==> config.mk <==
export PLATFORM = sky130hd
export DESIGN_NAME = uart_tx_sched
export DESIGN_NICKNAME = d
export VERILOG_FILES = /design/src/rtl/uart_pkg.sv /design/src/rtl/uart_baud_tick.sv /design/src/rtl/uart_tx_sched.sv
export SDC_FILE = /design/constraint.sdc
export NUM_CORES = 1
export LEC_CHECK = 0
export BUFFER_PORTS_ARGS = -buffer_cell sky130_fd_sc_hd__clkbuf_2
export CAP_MARGIN = 10
export CORE_MARGIN = 2
export CORE_UTILIZATION = 30
export CTS_CLUSTER_SIZE = 8
export DETAILED_ROUTE_END_ITERATION = 6
export MAX_ROUTING_LAYER = met4
export PLACE_DENSITY_LB_ADDON = 0.1
export SETUP_SLACK_MARGIN = 0.02
export SYNTH_ARGS = -nofsm -noshare
export SYNTH_HDL_FRONTEND = slang
export SYNTH_SLANG_ARGS = --single-unit
export TNS_END_PERCENT = 30
==> constraint.sdc <==
create_clock -name clk -period 3.1 [get_ports clk]
set_clock_uncertainty 0.2 [all_clocks]
set_input_delay 0.62 -clock clk [delete_from_list [all_inputs] [get_ports clk]]
set_output_delay 0.62 -clock clk [all_outputs]
set_load 0.02 [all_outputs]
==> src/rtl/uart_pkg.sv <==
// Shared UART definitions: frame FSM states, frame geometry, default bit timing.
// Latency: n/a (definitions only).
// Backpressure: n/a.
package uart_pkg;

    typedef enum logic [1:0] {
        IDLE  = 2'd0,
        START = 2'd1,
        DATA  = 2'd2,
        STOP  = 2'd3
    } uart_state_e;

    localparam int UART_DATA_W       = 8;
    localparam int UART_FRAME_BITS   = 10;
    localparam int UART_CLKS_PER_BIT = 5208;

endpackage

==> src/rtl/uart_baud_tick.sv <==
// Bit-timing enable: one-cycle tick every CLKS_PER_BIT cycles while not cleared.
// Latency: tick on the CLKS_PER_BIT-th cycle after clear drops.
// Backpressure: none; clear holds the counter at zero.
module uart_baud_tick
    import uart_pkg::*;
#(
    parameter int CLKS_PER_BIT = UART_CLKS_PER_BIT
) (
    input  logic clk,
    input  logic rst,
    input  logic clear,
    output logic tick
);

    localparam logic [15:0] LAST_CNT = 16'(CLKS_PER_BIT - 1);

    logic [15:0] cnt_q;
    logic [15:0] cnt_d;

    // Tick on the last count of a bit; wrap to zero there so the counter never overflows.
    always_comb begin
        tick  = ~clear & (cnt_q == LAST_CNT);
        cnt_d = cnt_q + 16'd1;
        if (clear || tick) begin
            cnt_d = '0;
        end
    end

    // Counter register.
    always_ff @(posedge clk or posedge rst) begin
        if (rst) begin
            cnt_q <= '0;
        end else begin
            cnt_q <= cnt_d;
        end
    end

endmodule

==> src/rtl/uart_tx_sched.sv <==
// Round-robin arbiter feeding one 8N1 UART transmitter.
// Latency: req_ready one cycle after an IDLE decision; start bit the cycle after req_ready.
// Backpressure: requesters hold req_valid/req_data until their one-cycle req_ready strobe.
module uart_tx_sched
    import uart_pkg::*;
#(
    parameter int CLKS_PER_BIT = UART_CLKS_PER_BIT,
    parameter int NUM_REQ      = 4
) (
    input  logic                   clk,
    input  logic                   rst,
    input  logic [NUM_REQ-1:0]     req_valid,
    input  logic [8*NUM_REQ-1:0]   req_data,
    output logic [NUM_REQ-1:0]     req_ready,
    output logic                   tx,
    output logic                   busy,
    output logic [2:0]             grant_id
);

    uart_state_e              state_q, state_d;
    logic [UART_DATA_W-1:0]   shift_q, shift_d;
    logic [2:0]               bit_cnt_q, bit_cnt_d;
    logic [2:0]               rr_last_q, rr_last_d;
    logic [2:0]               grant_id_q, grant_id_d;
    logic [NUM_REQ-1:0]       req_ready_q, req_ready_d;
    logic                     tx_q, tx_d;
    logic                     busy_q, busy_d;

    logic                     tick;
    logic                     baud_clear;
    logic                     win_found;
    logic [2:0]               win_idx;
    logic [7:0]               valid_ext;
    logic [63:0]              data_ext;

    assign valid_ext = 8'(req_valid);
    assign data_ext  = 64'(req_data);

    // Bit timing runs only while a frame is on the line.
    uart_baud_tick #(
        .CLKS_PER_BIT (CLKS_PER_BIT)
    ) u_baud (
        .clk   (clk),
        .rst   (rst),
        .clear (baud_clear),
        .tick  (tick)
    );

    // Round-robin search starting just after the last winner; the nearest valid requester wins.
    always_comb begin
        win_found = 1'b0;
        win_idx   = rr_last_q;
        for (int k = NUM_REQ; k >= 1; k--) begin
            if (valid_ext[3'((int'(rr_last_q) + k) % NUM_REQ)]) begin
                win_found = 1'b1;
                win_idx   = 3'((int'(rr_last_q) + k) % NUM_REQ);
            end
        end
    end

    // Frame sequencer next state; line outputs are registered from the current state, so they lag it by one cycle.
    always_comb begin
        state_d     = state_q;
        shift_d     = shift_q;
        bit_cnt_d   = bit_cnt_q;
        rr_last_d   = rr_last_q;
        grant_id_d  = grant_id_q;
        req_ready_d = '0;
        baud_clear  = 1'b0;
        tx_d        = 1'b1;
        busy_d      = (state_q != IDLE);
        case (state_q)
            IDLE: begin
                baud_clear = 1'b1;
                if (win_found) begin
                    for (int i = 0; i < NUM_REQ; i++) begin
                        req_ready_d[i] = (3'(i) == win_idx);
                    end
                    shift_d    = data_ext[{win_idx, 3'b000} +: 8];
                    grant_id_d = win_idx;
                    rr_last_d  = win_idx;
                    state_d    = START;
                end
            end
            START: begin
                tx_d = 1'b0;
                if (tick) begin
                    state_d   = DATA;
                    bit_cnt_d = '0;
                end
            end
            DATA: begin
                tx_d = shift_q[0];
                if (tick) begin
                    shift_d   = shift_q >> 1;
                    bit_cnt_d = bit_cnt_q + 3'd1;
                    if (bit_cnt_q == 3'(UART_DATA_W - 1)) begin
                        state_d = STOP;
                    end
                end
            end
            STOP: begin
                if (tick) begin
                    state_d = IDLE;
                end
            end
            default: state_d = IDLE;
        endcase
    end

    // State and output registers; reset abandons any frame in flight.
    always_ff @(posedge clk or posedge rst) begin
        if (rst) begin
            state_q     <= IDLE;
            shift_q     <= '0;
            bit_cnt_q   <= '0;
            rr_last_q   <= 3'(NUM_REQ - 1);
            grant_id_q  <= '0;
            req_ready_q <= '0;
            tx_q        <= 1'b1;
            busy_q      <= 1'b0;
        end else begin
            state_q     <= state_d;
            shift_q     <= shift_d;
            bit_cnt_q   <= bit_cnt_d;
            rr_last_q   <= rr_last_d;
            grant_id_q  <= grant_id_d;
            req_ready_q <= req_ready_d;
            tx_q        <= tx_d;
            busy_q      <= busy_d;
        end
    end

    assign req_ready = req_ready_q;
    assign tx        = tx_q;
    assign busy      = busy_q;
    assign grant_id  = grant_id_q;

endmodule

# Yosys cells after proc, flatten, opt, wreduce, memory -nomap -nowiden
# Cells that the tools add are included.
[word_totals]
ff_bits = 41
input_bits = 38
output_inout_bits = 9
wordCells = 90
[classes]
add_sub_neg = 6
n_lt_le_gt_ge = 4
n_eq_ne = 13
n_shift = 1
n_mux = 37
n_bitwise = 6
reduce_logical = 14
[op_table]
columns = ["op", "count"]
rows = [
  ["$shiftx 64x7->8", 1],
  ["$lt 3x5->1 const B", 4],
  ["$mux 3", 6],
  ["$add 16x1->16 const B", 1],
  ["$eq 16x13->1 const B", 1],
  ["$mux 16", 1],
  ["$mux 8", 2],
  ["$pmux 8 s2", 1],
  ["$mux 1", 13],
  ["$bmux 1 s3", 4],
  ["$mux 2", 5],
  ["$ne 2x2->1 const B", 5],
  ["$mux 4", 2],
  ["$pmux 2 s4", 1],
  ["$reduce_or 2->1", 4],
  ["$eq 2x3->1 const A", 2],
  ["$pmux 3 s2", 1],
  ["$reduce_and 3->1", 2],
  ["$reduce_bool 2->1", 3],
  ["$reduce_and 5->1", 1],
  ["$add 2x1->2 const B", 2],
  ["$add 2x2->2 const B", 2],
  ["$and 1x1->1 const A", 4],
  ["$eq 2x2->1 const B", 2],
  ["11 further kinds", 11],
]

# Logic depth before layout (Yosys ltp)
[depth]
word_depth = 13
mapped_depth = 9
mapped_depth_nobuf = 7

# Modules after synthesis
# Synthesis repeated with hierarchy kept, for this count alone.
[unflattened]
cells_unflattened = 248
hier_area_um2 = 2392.3
[by_module_without_submodules]
columns = ["mod", "n_inst", "cells_per_inst", "area_each_um2", "seq_area_each_um2"]
rows = [
  ["uart_tx_sched", 1, 163, 1570.3, 604.3],
  ["uart_baud_tick", 1, 85, 822.0, 400.4],
]

# Worst setup path after synthesis
# Ideal clock, no wire load.
[synth_path]
kind = "input-to-reg"
start = "in req_valid[0]"
end = "reg shift_q[1]"
setup_time_ps = 124
arrival_ps = 1980
required_time_ps = 2776
path_slack_ps = 796
stages = 5
path_buffers = 1
path_cell_list = "and3b_1 buf_6 nor3_4 mux2_4 a211o_1"
[synth_between]
elab_chain_len = 10
word_cells_on_any_way = 25
classes_between = "1 x eq/ne; 1 x shift; 22 x mux; 1 x reduce/logical"
[synth_rtl]
columns = ["element", "line", "source"]
rows = [
  ["from (decl)", "uart_tx_sched.sv:12", "input logic [NUM_REQ-1:0] req_valid,"],
  ["$bmux 1 s3", "uart_tx_sched.sv:54", "if (valid_ext[3'((int'(rr_last_q) + k) % NUM_REQ)]) begin"],
  ["$mux 1 (not written as such) (2 in series)", "uart_tx_sched.sv:54", ""],
  ["$mux 3 (4 in series)", "uart_tx_sched.sv:54", ""],
  ["$shiftx 64x7->8", "uart_tx_sched.sv:79", "shift_d = data_ext[{win_idx, 3'b000} +: 8];"],
  ["$mux 8", "uart_tx_sched.sv:75", "if (win_found) begin"],
  ["$pmux 8 s2", "uart_tx_sched.sv:72", "case (state_q)"],
  ["to (signal assigned)", "uart_tx_sched.sv:124", "shift_q <= shift_d;"],
  ["to (decl)", "uart_tx_sched.sv:21", "logic [UART_DATA_W-1:0] shift_q, shift_d;"],
]
# Several ways; a longest one is shown, not always the timed one. The select of a mux whose other input is x is not followed.
# A chain may end at the register's enable or synchronous reset.

# Worst setup path in the final report
[layout_path]
start = "reg u_baud.cnt_q[0]"
end = "reg shift_q[5]"
[layout_between]
elab_chain_len = 4
[layout_rtl]
columns = ["element", "line", "source"]
rows = [
  ["from (decl)", "uart_baud_tick.sv:17", "logic [15:0] cnt_q;"],
  ["from (signal assigned)", "uart_baud_tick.sv:34", "cnt_q <= cnt_d;"],
  ["$eq 16x13->1", "uart_baud_tick.sv:22", "tick = ~clear & (cnt_q == LAST_CNT);"],
  ["$and 1x1->1", "uart_baud_tick.sv:22", ""],
  ["$ne 2x2->1 (no source line)", "--", ""],
  ["$reduce_and 3->1 (no source line)", "--", ""],
]
# No other way between the ends.

==> flow_summary_export.csv <==
group,metric,value,unit
drt,wl_per_cell,14.0,um
power_and_ir_drop,p_switching,0.851,mW
drt,route.detailed.drc,0,
timing,slew_violations,0,
final_layout,drive_gt1_share,30.0,%
job,cap_violations,0,
synthesis,synth_ff_type,"dfrtp_1",
power_and_ir_drop,intPower,1.35,mW
worst_setup_path,cp-start-kind,"register",
worst_setup_path,worstPathMaxFanout,11,
place,gp_congestion,0.775,
synthesis,seq_area_frac_synth,42.6,%
clock_tree,tritoncts,"built",
power_and_ir_drop,p_total,2.20,mW
timing,post-route-period-util,76.9,%
clock_tree,cts.sink_count,40,
die,ios,47,
timing,setup_tns,0,ns
global_routing,grt_use_total,13.4,%
power_and_ir_drop,clockPowerShare,19.9,%
worst_setup_path,crit_start,"u_baud.cnt_q[0]$_DFF_PP0_",
clock_tree,cts_resized,0,
worst_setup_path,rr_worst_depth,6,
timing,timing.slew.headroom,54.1,%
clock_tree,cts_setup_buffers,0,
power_and_ir_drop,ir_drop,0.237,mV
synthesis,syn_inst,235,
clock_tree,htreeDepth,2,
die,core,7690,um2
clock_tree,clk_pin_slew,0.09,ns
run_status,status,"finished, final reports clean",
timing,final-hold-violation-count,0,
die,chipHeight,92.7,um
worst_setup_path,crit_path_end_kind,"register",
synthesis,async_flop_share,100,%
global_routing,grt-ovfl-total,0,
place,io_buffers,46,
global_routing,grt_pass1_vias,1867,
final_layout,nNetsFinal,327,
clock_tree,cts_hold_buffers,0,
die,die_area,8590,um2
final_layout,area.growth.synth_to_final,19.0,%
timing,period_needed,2.38,ns
die,die_w,92.7,um
die,initial_utilization,30.7,%
timing,rsz0062_at_grt,"false",
die,rows,32,
global_routing,antenna_found_initial,0,
clock_tree,clock_latency,0.29,ns
synthesis,yosys_register_bits,40,
global_routing,grt_pass1_wl,8920,um
drt,first_iter_violations,82,
power_and_ir_drop,seqPwrFrac,36.0,%
place,dp_hpwl,3980,um
synthesis,synth_edf_count,0,
synthesis,synth_area,2360,um2
drt,vias,1908,
synthesis,ys_warn_count,0,
drt,ant_nets,0,
timing,worstMarginPinSlew,0.689,ns
clock_tree,cts_inserted_buffers,5,
synthesis,synth.avg_cell_area,10.0,um2
drt,via_per_inst,4.96,
timing,setup_viol,0,
drt,firstDrtPassIters,4,
worst_setup_path,critPathKind,"reg2reg",
worst_setup_path,cp.required,3.08,ns
final_layout,fill_cells,819,
power_and_ir_drop,p_per_area,784,nW/um2
power_and_ir_drop,swShare,38.7,%
power_and_ir_drop,leakage,1.31,nW
synthesis,syn_nets,280,
timing,fmax,419,MHz
final_layout,final_util,36.5,%
clock_tree,cts_buffer_depth,2,
power_and_ir_drop,combPwrFrac,44.0,%
min_path,min_path_type,"in2async",
global_routing,grt_max_degree,41,
worst_setup_path,worstPathArrival,2.37,ns
clock_tree,cts-root-buf,"clkbuf_8",
final_layout,antenna_cells,0,
worst_setup_path,r2r-start,"u_baud.cnt_q[0]$_DFF_PP0_",
synthesis,ys_types,47,
drt,wl,5370,um
-- synth_stat cells, types with 2 or more instances --
| cell type | instances | area share (%) |
|---|---|---|
| dfstp_2 | 3 | 3.3 |
| nand3_1 | 14 | 3.0 |
| and3_1 | 2 | 0.53 |
| clkbuf_1 | 5 | 0.80 |
| ha_1 | 7 | 3.7 |
| xor2_1 | 3 | 1.1 |
| buf_1 | 2 | 0.32 |
| a22o_1 | 2 | 0.74 |
| and4bb_2 | 2 | 1.1 |
| or3_1 | 4 | 1.1 |
| inv_1 | 11 | 1.8 |
| a21o_1 | 2 | 0.64 |
| mux2_2 | 4 | 1.9 |
| buf_6 | 2 | 0.95 |
| and3b_1 | 2 | 0.74 |
| nor3_1 | 6 | 1.3 |
| nor4_1 | 2 | 0.53 |
| a21oi_1 | 10 | 2.1 |
| nand2b_1 | 4 | 1.1 |
| o31ai_1 | 10 | 3.2 |
| and2_1 | 2 | 0.53 |
| a21oi_4 | 2 | 1.4 |
| nand4_1 | 10 | 2.7 |
| o21ai_0 | 15 | 3.2 |
| dfrtp_1 | 37 | 39 |
| mux2i_1 | 2 | 0.85 |
| xnor2_1 | 9 | 3.3 |
| a211o_1 | 7 | 2.6 |
| nand2_1 | 9 | 1.4 |
| buf_4 | 2 | 0.64 |
| nor2_1 | 21 | 3.3 |
| mux2_4 | 7 | 4.5 |
-- flip-flops by register name, indices dropped and copies added, names as in the netlist --
| signal | flops |
|---|---|
| u_baud.cnt_q | 16 |
| tx | 1 |
| bit_cnt_q | 3 |
| busy | 1 |
| req_ready | 4 |
| rr_last_q | 3 |
| state_q | 2 |
| grant_id | 2 |
| shift_q | 8 |
-- layout make-up --
| type | count | area (um2) | share of cell area [%] |
|---|---|---|---|
| flip-flops and latches | 40 | 1000 | 35.8 |
| well taps | 102 | 128 | 4.55 |
| multi-input cells | 172 | 1240 | 44.3 |
| clock buffers | 5 | 68.8 | 2.45 |
| repair buffers | 52 | 275 | 9.80 |
| inverters | 11 | 41.3 | 1.47 |
| clock inverters | 3 | 46.3 | 1.65 |
-- cells by family after synthesis --
kind of cell / count (synthesis) / synth area share (%)
fa+ha+maj: 7 / 3.71
xor+xnor: 12 / 4.46
mux: 13 / 7.21
buf+inv: 23 / 4.67
simple gates: 87 / 20.8
flops: 40 / 42.6
compound gates: 53 / 16.6
-- routing by layer --
metal	global-route usage [%]	vias to the layer above	share of wire (%)
li1	-	945	-
met1	17.9	926	49
met2	20.9	32	46
met3	2.52	5	3.9
met4	3.68	0	1.1
met5	-	-	0
-- final timing paths --
kind / slack [ns] / end
min in group clk: 0.30 / grant_id[1]$_DFFE_PP0P_
worst min register to register: 0.30 / grant_id[1]$_DFFE_PP0P_
worst min-delay path: 0.22 / bit_cnt_q[1]$_DFFE_PP0P_
worst max-delay path: 0.72 / shift_q[5]$_DFFE_PP0P_
max in group asynchronous: 2.10 / rr_last_q[0]$_DFFE_PP1P_
worst max register to register: 0.72 / shift_q[5]$_DFFE_PP0P_
-- power groups by stage --
| stage | Clock [mW] | Combinational, mW | Sequential, mW |
|---|---|---|---|
| after CTS | 0.456 | 0.986 | 0.793 |
| after global routing | 0.479 | 1.09 | 0.814 |
| after detailed placement | 0 | 0.981 | 0.802 |
| after floorplan | 0 | 0.712 | 0.814 |
| after global placement | 0 | 0.989 | 0.807 |
| final | 0.439 | 0.969 | 0.793 |
-- cells in the final DEF, fill, tap and decap left out, types with 2 or more instances in the layout --
master / n
or3_1: 4
a21oi_4: 2
clkbuf_8: 5
nor4_1: 2
inv_1: 11
dfstp_2: 3
and3_1: 2
and2_1: 2
buf_4: 6
ha_1: 7
xnor2_1: 9
a211o_1: 7
nand3_1: 14
nand4_1: 10
nor2_1: 21
a22o_1: 2
nand2b_1: 4
a21o_1: 2
o31ai_1: 10
mux2i_1: 2
and3b_1: 2
o21ai_0: 15
mux2_4: 7
dfrtp_1: 37
xor2_1: 3
clkbuf_2: 46
nand2_1: 9
a21oi_1: 10
and4bb_2: 2
nor3_1: 6
mux2_2: 4
-- worst max-delay path, stage by stage, from the launching register on --
cell and delay, ns:
dfrtp_1 0.43, ha_1 0.27, and4bb_2 0.26, and4_1 0.31, and2_1 0.39, o21ai_0 0.18
a211o_1 0.24
-- metrics by stage --
stage / area (um2) / setup slack [ns] / hold slack, ns / cells
after detailed placement: 2690 / 0.599 / 0.280 / 377
after global placement: 2690 / 0.598 / 0.290 / 377
final: 2810 / 0.715 / 0.220 / 385
after floorplan: 2360 / 0.796 / 0.255 / 235
after CTS: 2810 / 0.704 / 0.242 / 385
after global routing: 2810 / 0.537 / 0.269 / 385
No activity file was read; power rests on OpenSTA's default activity.
